<file path="src/rtl/audio_pkg.sv">
// rtl/audio_pkg.sv - shared types and defaults for the audio output path
package audio_pkg;

    localparam int AUDIO_DATA_W = 16;

    typedef enum logic [1:0] {
        S_WAIT    = 2'd0,
        S_ACK     = 2'd1,
        S_RELEASE = 2'd2
    } hs_state_t;

endpackage

</file>
<file path="src/rtl/sync_edge_det.sv">
// rtl/sync_edge_det.sv - 2-FF synchronizer with registered-history rising-edge pulse
module sync_edge_det #(
    parameter logic HIST_RST = 1'b1
) (
    input  logic clk,
    input  logic rst,
    input  logic async_i,
    output logic rise_o
);

    logic       s1_q;
    logic       s2_q;
    logic       hist_q;
    logic [1:0] warm_q;

    // History keeps its reset value until s2 carries a real input sample,
    // so a level already high when reset releases never looks like an edge.
    always_ff @(posedge clk) begin
        if (rst) begin
            s1_q   <= 1'b0;
            s2_q   <= 1'b0;
            hist_q <= HIST_RST;
            warm_q <= 2'b00;
        end else begin
            s1_q   <= async_i;
            s2_q   <= s1_q;
            warm_q <= {warm_q[0], 1'b1};
            hist_q <= warm_q[1] ? s2_q : hist_q;
        end
    end

    assign rise_o = s2_q & ~hist_q;

endmodule

</file>
<file path="src/rtl/sample_pacer.sv">
// rtl/sample_pacer.sv - single-entry sample buffer released on sample-rate ticks
module sample_pacer
    import audio_pkg::*;
#(
    parameter int DATA_W     = AUDIO_DATA_W,
    parameter int GAIN_SHIFT = 0,
    parameter int CNT_W      = 16
) (
    input  logic              clk,
    input  logic              rst,
    input  logic              en,
    input  logic              sample_tick,
    input  logic [DATA_W-1:0] passdata,
    input  logic              sample_valid,
    output logic              confirm_reciv,
    output logic [DATA_W-1:0] audio_out,
    output logic              audio_strobe,
    output logic [CNT_W-1:0]  underrun_cnt
);

    hs_state_t                state_q, state_d;
    logic [DATA_W-1:0]        pending_q, pending_d;
    logic                     pending_valid_q, pending_valid_d;
    logic                     confirm_q, confirm_d;
    logic [DATA_W-1:0]        audio_q, audio_d;
    logic                     strobe_q, strobe_d;
    logic [CNT_W-1:0]         cnt_q, cnt_d;
    logic                     tick_rise;
    logic signed [DATA_W-1:0] scaled;

    sync_edge_det #(.HIST_RST(1'b1)) u_tick (
        .clk     (clk),
        .rst     (rst),
        .async_i (sample_tick),
        .rise_o  (tick_rise)
    );

    assign scaled = $signed(pending_q) >>> GAIN_SHIFT;

    always_comb begin
        state_d         = state_q;
        pending_d       = pending_q;
        pending_valid_d = pending_valid_q;
        confirm_d       = 1'b0;
        audio_d         = audio_q;
        strobe_d        = 1'b0;
        cnt_d           = cnt_q;

        case (state_q)
            S_WAIT: begin
                if (sample_valid && !pending_valid_q) begin
                    pending_d       = passdata;
                    pending_valid_d = 1'b1;
                    confirm_d       = 1'b1;
                    state_d         = S_ACK;
                end
            end
            S_ACK:     state_d = S_RELEASE;
            S_RELEASE: if (!sample_valid) state_d = S_WAIT;
            default:   state_d = S_WAIT;
        endcase

        // Capture needs an empty buffer and consumption needs a full one,
        // so these two updates of pending_valid never collide.
        if (tick_rise && en) begin
            strobe_d = 1'b1;
            if (pending_valid_q) begin
                audio_d         = scaled;
                pending_valid_d = 1'b0;
            end else if (cnt_q != {CNT_W{1'b1}}) begin
                cnt_d = cnt_q + {{(CNT_W-1){1'b0}}, 1'b1};
            end
        end
    end

    always_ff @(posedge clk) begin
        if (rst) begin
            state_q         <= S_WAIT;
            pending_q       <= '0;
            pending_valid_q <= 1'b0;
            confirm_q       <= 1'b0;
            audio_q         <= '0;
            strobe_q        <= 1'b0;
            cnt_q           <= '0;
        end else begin
            state_q         <= state_d;
            pending_q       <= pending_d;
            pending_valid_q <= pending_valid_d;
            confirm_q       <= confirm_d;
            audio_q         <= audio_d;
            strobe_q        <= strobe_d;
            cnt_q           <= cnt_d;
        end
    end

    assign confirm_reciv = confirm_q;
    assign audio_out     = audio_q;
    assign audio_strobe  = strobe_q;
    assign underrun_cnt  = cnt_q;

endmodule

</file>
<file path="config.mk">
export PLATFORM = sky130hd
export DESIGN_NAME = sample_pacer
export DESIGN_NICKNAME = d
export VERILOG_FILES = /design/src/rtl/audio_pkg.sv /design/src/rtl/sync_edge_det.sv /design/src/rtl/sample_pacer.sv
export SDC_FILE = /design/constraint.sdc
export NUM_CORES = 1
export LEC_CHECK = 0
export CAP_MARGIN = 10
export CORE_UTILIZATION = 30
export CTS_BUF_LIST = sky130_fd_sc_hd__clkbuf_8 sky130_fd_sc_hd__clkbuf_16
export DETAILED_ROUTE_END_ITERATION = 16
export HOLD_SLACK_MARGIN = 0.02
export PLACE_DENSITY_LB_ADDON = 0.2
export SETUP_SLACK_MARGIN = 0.5
export SLEW_MARGIN = 20
export SYNTH_ARGS = -nofsm -noshare
export SYNTH_HDL_FRONTEND = slang
export SYNTH_SLANG_ARGS = --single-unit
</file>
<file path="constraint.sdc">
create_clock -name clk -period 2.7 [get_ports clk]
set_clock_uncertainty 0.1 [all_clocks]
set_input_delay 0.405 -clock clk [delete_from_list [all_inputs] [get_ports clk]]
set_output_delay 0.405 -clock clk [all_outputs]
set_load 0.1 [all_outputs]
</file>
==> reports/summary.md <==
For this design the total switching power over the nets is 0.000416 W. The setup violation total in the final timing report came out at 0. The cell taking the most area after synthesis is dfxtp_1. The startpoint-to-endpoint class of the critical path is in -> reg.

For this run, the register share of the synthesized area comes to 51.9%. The count of buffers added on input and output ports is 54. The run gives 47 as the number of violations reported at the end of detailed-routing iteration 0. In this run, the combinational gates consume 6.2% of the power.

The run gives 0 ps as the post-route setup TNS. In the routed design, unresolved DRC markers number 0. The first global-routing pass estimated 8.52 mm of wire. The count of synthesis-stage warnings from yosys came out at 0.

The die extent in x is 88.4 microns. Once detail routing completed, the nets flagged for antenna violations numbered 0. Of the cells placed in the final design, the portion with a size suffix greater than 1 is 23.9%. After clock tree synthesis, the clock-pin slew on the worst setup and hold paths is 60 ps. Synthesis instantiated 29 different standard cells from the library. The effective utilization at floorplan was 31.0%; the number of nets in the layout was 344. The simple-gate portion of the synthesized area was 27.1%; the number of standard cells in the final layout excluding fillers was 426.

Final number of hold-violating endpoints: 0. The run gives 2038 as the via count. The post-synthesis compound-gate area fraction is 16.4%, and the area of the die is 7810 sq um.

In this run the core area contains 31 standard-cell rows. Using the TritonRoute via totals, the vias-per-cell ratio works out to 4.78. The via count of the first global-routing pass was 1847; the number of buffers added for setup after CTS was 0.

The number of gates resized after CTS was 0. The arrival time reported for the critical path endpoint is 2060 ps. Measured against its own limit, the worst slew margin works out to 52.3%.

The most critical setup path has its startpoint at en. The area share of the leading cell type in the synthesized netlist works out to 51.9%. The analysis attributes to cell leakage a power of 1.13 nW.

STA classifies the critical path endpoint as a flop. Cell internal power was estimated by the tool at 0.00147 W. Summing all multi-input logic gate instances after layout gives 1010 sq um.

Leaving out fill and tap cells, the most frequent cells in the layout are nand2_1 (71), a21oi_1 (48), dfxtp_1 (42). The remaining global-route overflow was 0; the area added between synthesis and finish was 36.1%. Summing the areas of all xor and xnor instances in the mapped netlist gives 0% of the synthesized area. The minimum setup slack among reg-to-reg paths came out at 900 ps. The quantity of hold-fixing buffers added after cts is 0, and the average wire length per cell after detail routing is 12.4 microns. After synthesis, the largest family of logic cells by area is simple AND/OR/NAND/NOR gates. The average instance in the mapped netlist occupies 8.45 sq um. For the number of pins with negative max-slew slack in the final report, the log shows 0.

The tools report the final weighted congestion in routability-driven placement as 0.742. The required time reported for the critical path endpoint was 2850 ps. The wire-length estimate of the detail-placed layout is 3.54 mm. By area the synthesized netlist is led by dfxtp_1 (52%), nand2_1 (12%), a21oi_1 (11%). The number of clock buffers added by TritonCTS is 9. The number of clock sinks seen by CTS is 58, and the final cycle utilization of the critical path is 70.9%. The tools report the clock latency at the later pin of the worst-skew pair as 320 ps. Summed over all layers, the routed wires come to 5.28 mm. The areal power density over the cells was 619 nW/um^2; the fmax was 522 MHz. Once placement completed, the tool counted placed cells totaling 410. The tools report the I/O pin count as 55.

The synthesized design contains 58 register bits. The post-synthesis cell count was 265; the switching share of power was 22.1%. Setup repair after global routing left no endpoint under its margin. Per report_power, the sequential group accounts for 47.5% of the total.

Summing every instance area after synthesis gives 2240 sq um. In this run the deepest clock path goes through 2 buffers. The reg-to-reg startpoint is underrun_cnt[0].

The class of the most critical hold timing path is in -> reg. The tools report the max capacitance violation total as 0. The total global-route track usage is 14.4%, and the pin count of the biggest net entering global routing is 44. For the H-tree depth, the log shows 3. The register area is 1180 sq um. The run finished with clean final reports. The startpoint of the tightest hold check path is rst.

The first-pass detailed-route iteration total was 4. Clock tree synthesis selected as its root buffer the cell clkbuf_8. The most common cell after layout, fill and taps aside was nand2_1.

In this run the worst path has a maximum fanout of 8. TritonCTS built the clock tree. The region available for standard cell placement spans 7210 sq um. The filler cells instantiated in the layout total 777. 0 antenna diodes ended up in the layout.

The clock network is responsible for 46.3% of the overall power. The die span in y was 88.4 microns. Of the post-synthesis cell area, the part taken by muxes is 0.447%. The run gives 0 as the number of antenna violations at the first check in global routing. Subtracting the final worst setup slack from the clock period gives 1910 ps. At the pin with the least slew margin, the transition time is 715 ps. VDD sags by at most 0.190 mV. The run gives 287 as the number of nets in the synthesized netlist. The synthesized netlist devotes 0.559% of its cell area to adder and majority cells. The worst setup path is launched from an input pin.
-- power by group through the flow --
stage                     clock network (W)  logic (W)  registers (W)
after detailed placement                  0   0.000119       0.000915
after global routing               0.000939   0.000130       0.000898
final                              0.000874   0.000117       0.000896
after global placement                    0   0.000118       0.000914
after CTS                          0.000901   0.000119       0.000896
after floorplan                           0  0.0000575       0.000922
-- cell usage after synthesis, drive strengths merged --
cell,instances
nor2,5
nand3,6
nor2b,3
nand4,6
buf,3
dfxtp,58
or2,1
nor4,1
clkbuf,11
o311ai,2
a21oi,48
and4,2
inv,5
or3,5
nand2b,3
and2,2
nand2,71
o31ai,9
o41ai,2
ha,1
mux2i,1
nor3,2
and4bb,1
o21ai,5
or4,9
nand3b,3
-- layout make-up --
cell class                 instances  share of cell area [%]
multi-input combinational        188                    33.1
tap                               99                    4.07
timing repair buffer              60                    16.3
inverter                           5                   0.616
clock inverter                     6                    2.67
sequential                        58                    38.8
clock buffer                      10                    4.52
-- per-stage QoR --
stage / area, sq um / hold WS, ps / setup WS [ps] / power, W / utilization [%]
final: 3050 / 344 / 785 / 0.00189 / 42.2
after global placement: 2830 / 319 / 470 / 0.00103 / 39.2
after global routing: 3050 / 344 / 700 / 0.00197 / 42.2
after CTS: 3050 / 327 / 799 / 0.00192 / 42.2
after floorplan: 2260 / 314 / 663 / 0.000980 / -
after detailed placement: 2830 / 332 / 441 / 0.00103 / 39.2
-- sequential cells by signal, summed over array words and instances, names as in the netlist --
register         count
audio_out           16
pending_q           16
underrun_cnt        16
state_q              2
u_tick.warm_q        2
audio_strobe         1
confirm_reciv        1
pending_valid_q      1
u_tick.hist_q        1
u_tick.s1_q          1
u_tick.s2_q          1
-- critical path: stages --
cell and delay [ps]:
clkdlybuf4s50_1 480, and4bb_2 360, nand4_4 170, or4_1 490, a21oi_1 150
-- worst paths after layout --
path                 endpoint  cells after the start
max          underrun_cnt[15]                      5
max reg2reg  underrun_cnt[15]                      6
min               u_tick.s2_q                      2
min reg2reg  u_tick.warm_q[1]                      1
-- cells by family (layout without fill, tap and decap cells) --
kind of cell,after synthesis,in the layout
DFF,58,58
muxes,1,1
AOI/OAI and AO/OA,66,66
adders and majority gates,1,1
and+or+nand+nor,120,120
buffers and inverters,19,81
-- per-layer routing --
layer	part of all wire, %	track usage, %	vias to the layer above
li1	-	-	1041
met1	49	18.4	954
met2	45	22.0	35
met3	4.4	4.29	8
met4	1.5	7.04	0
met5	0	0	-
(Power assumes the default switching activity.)
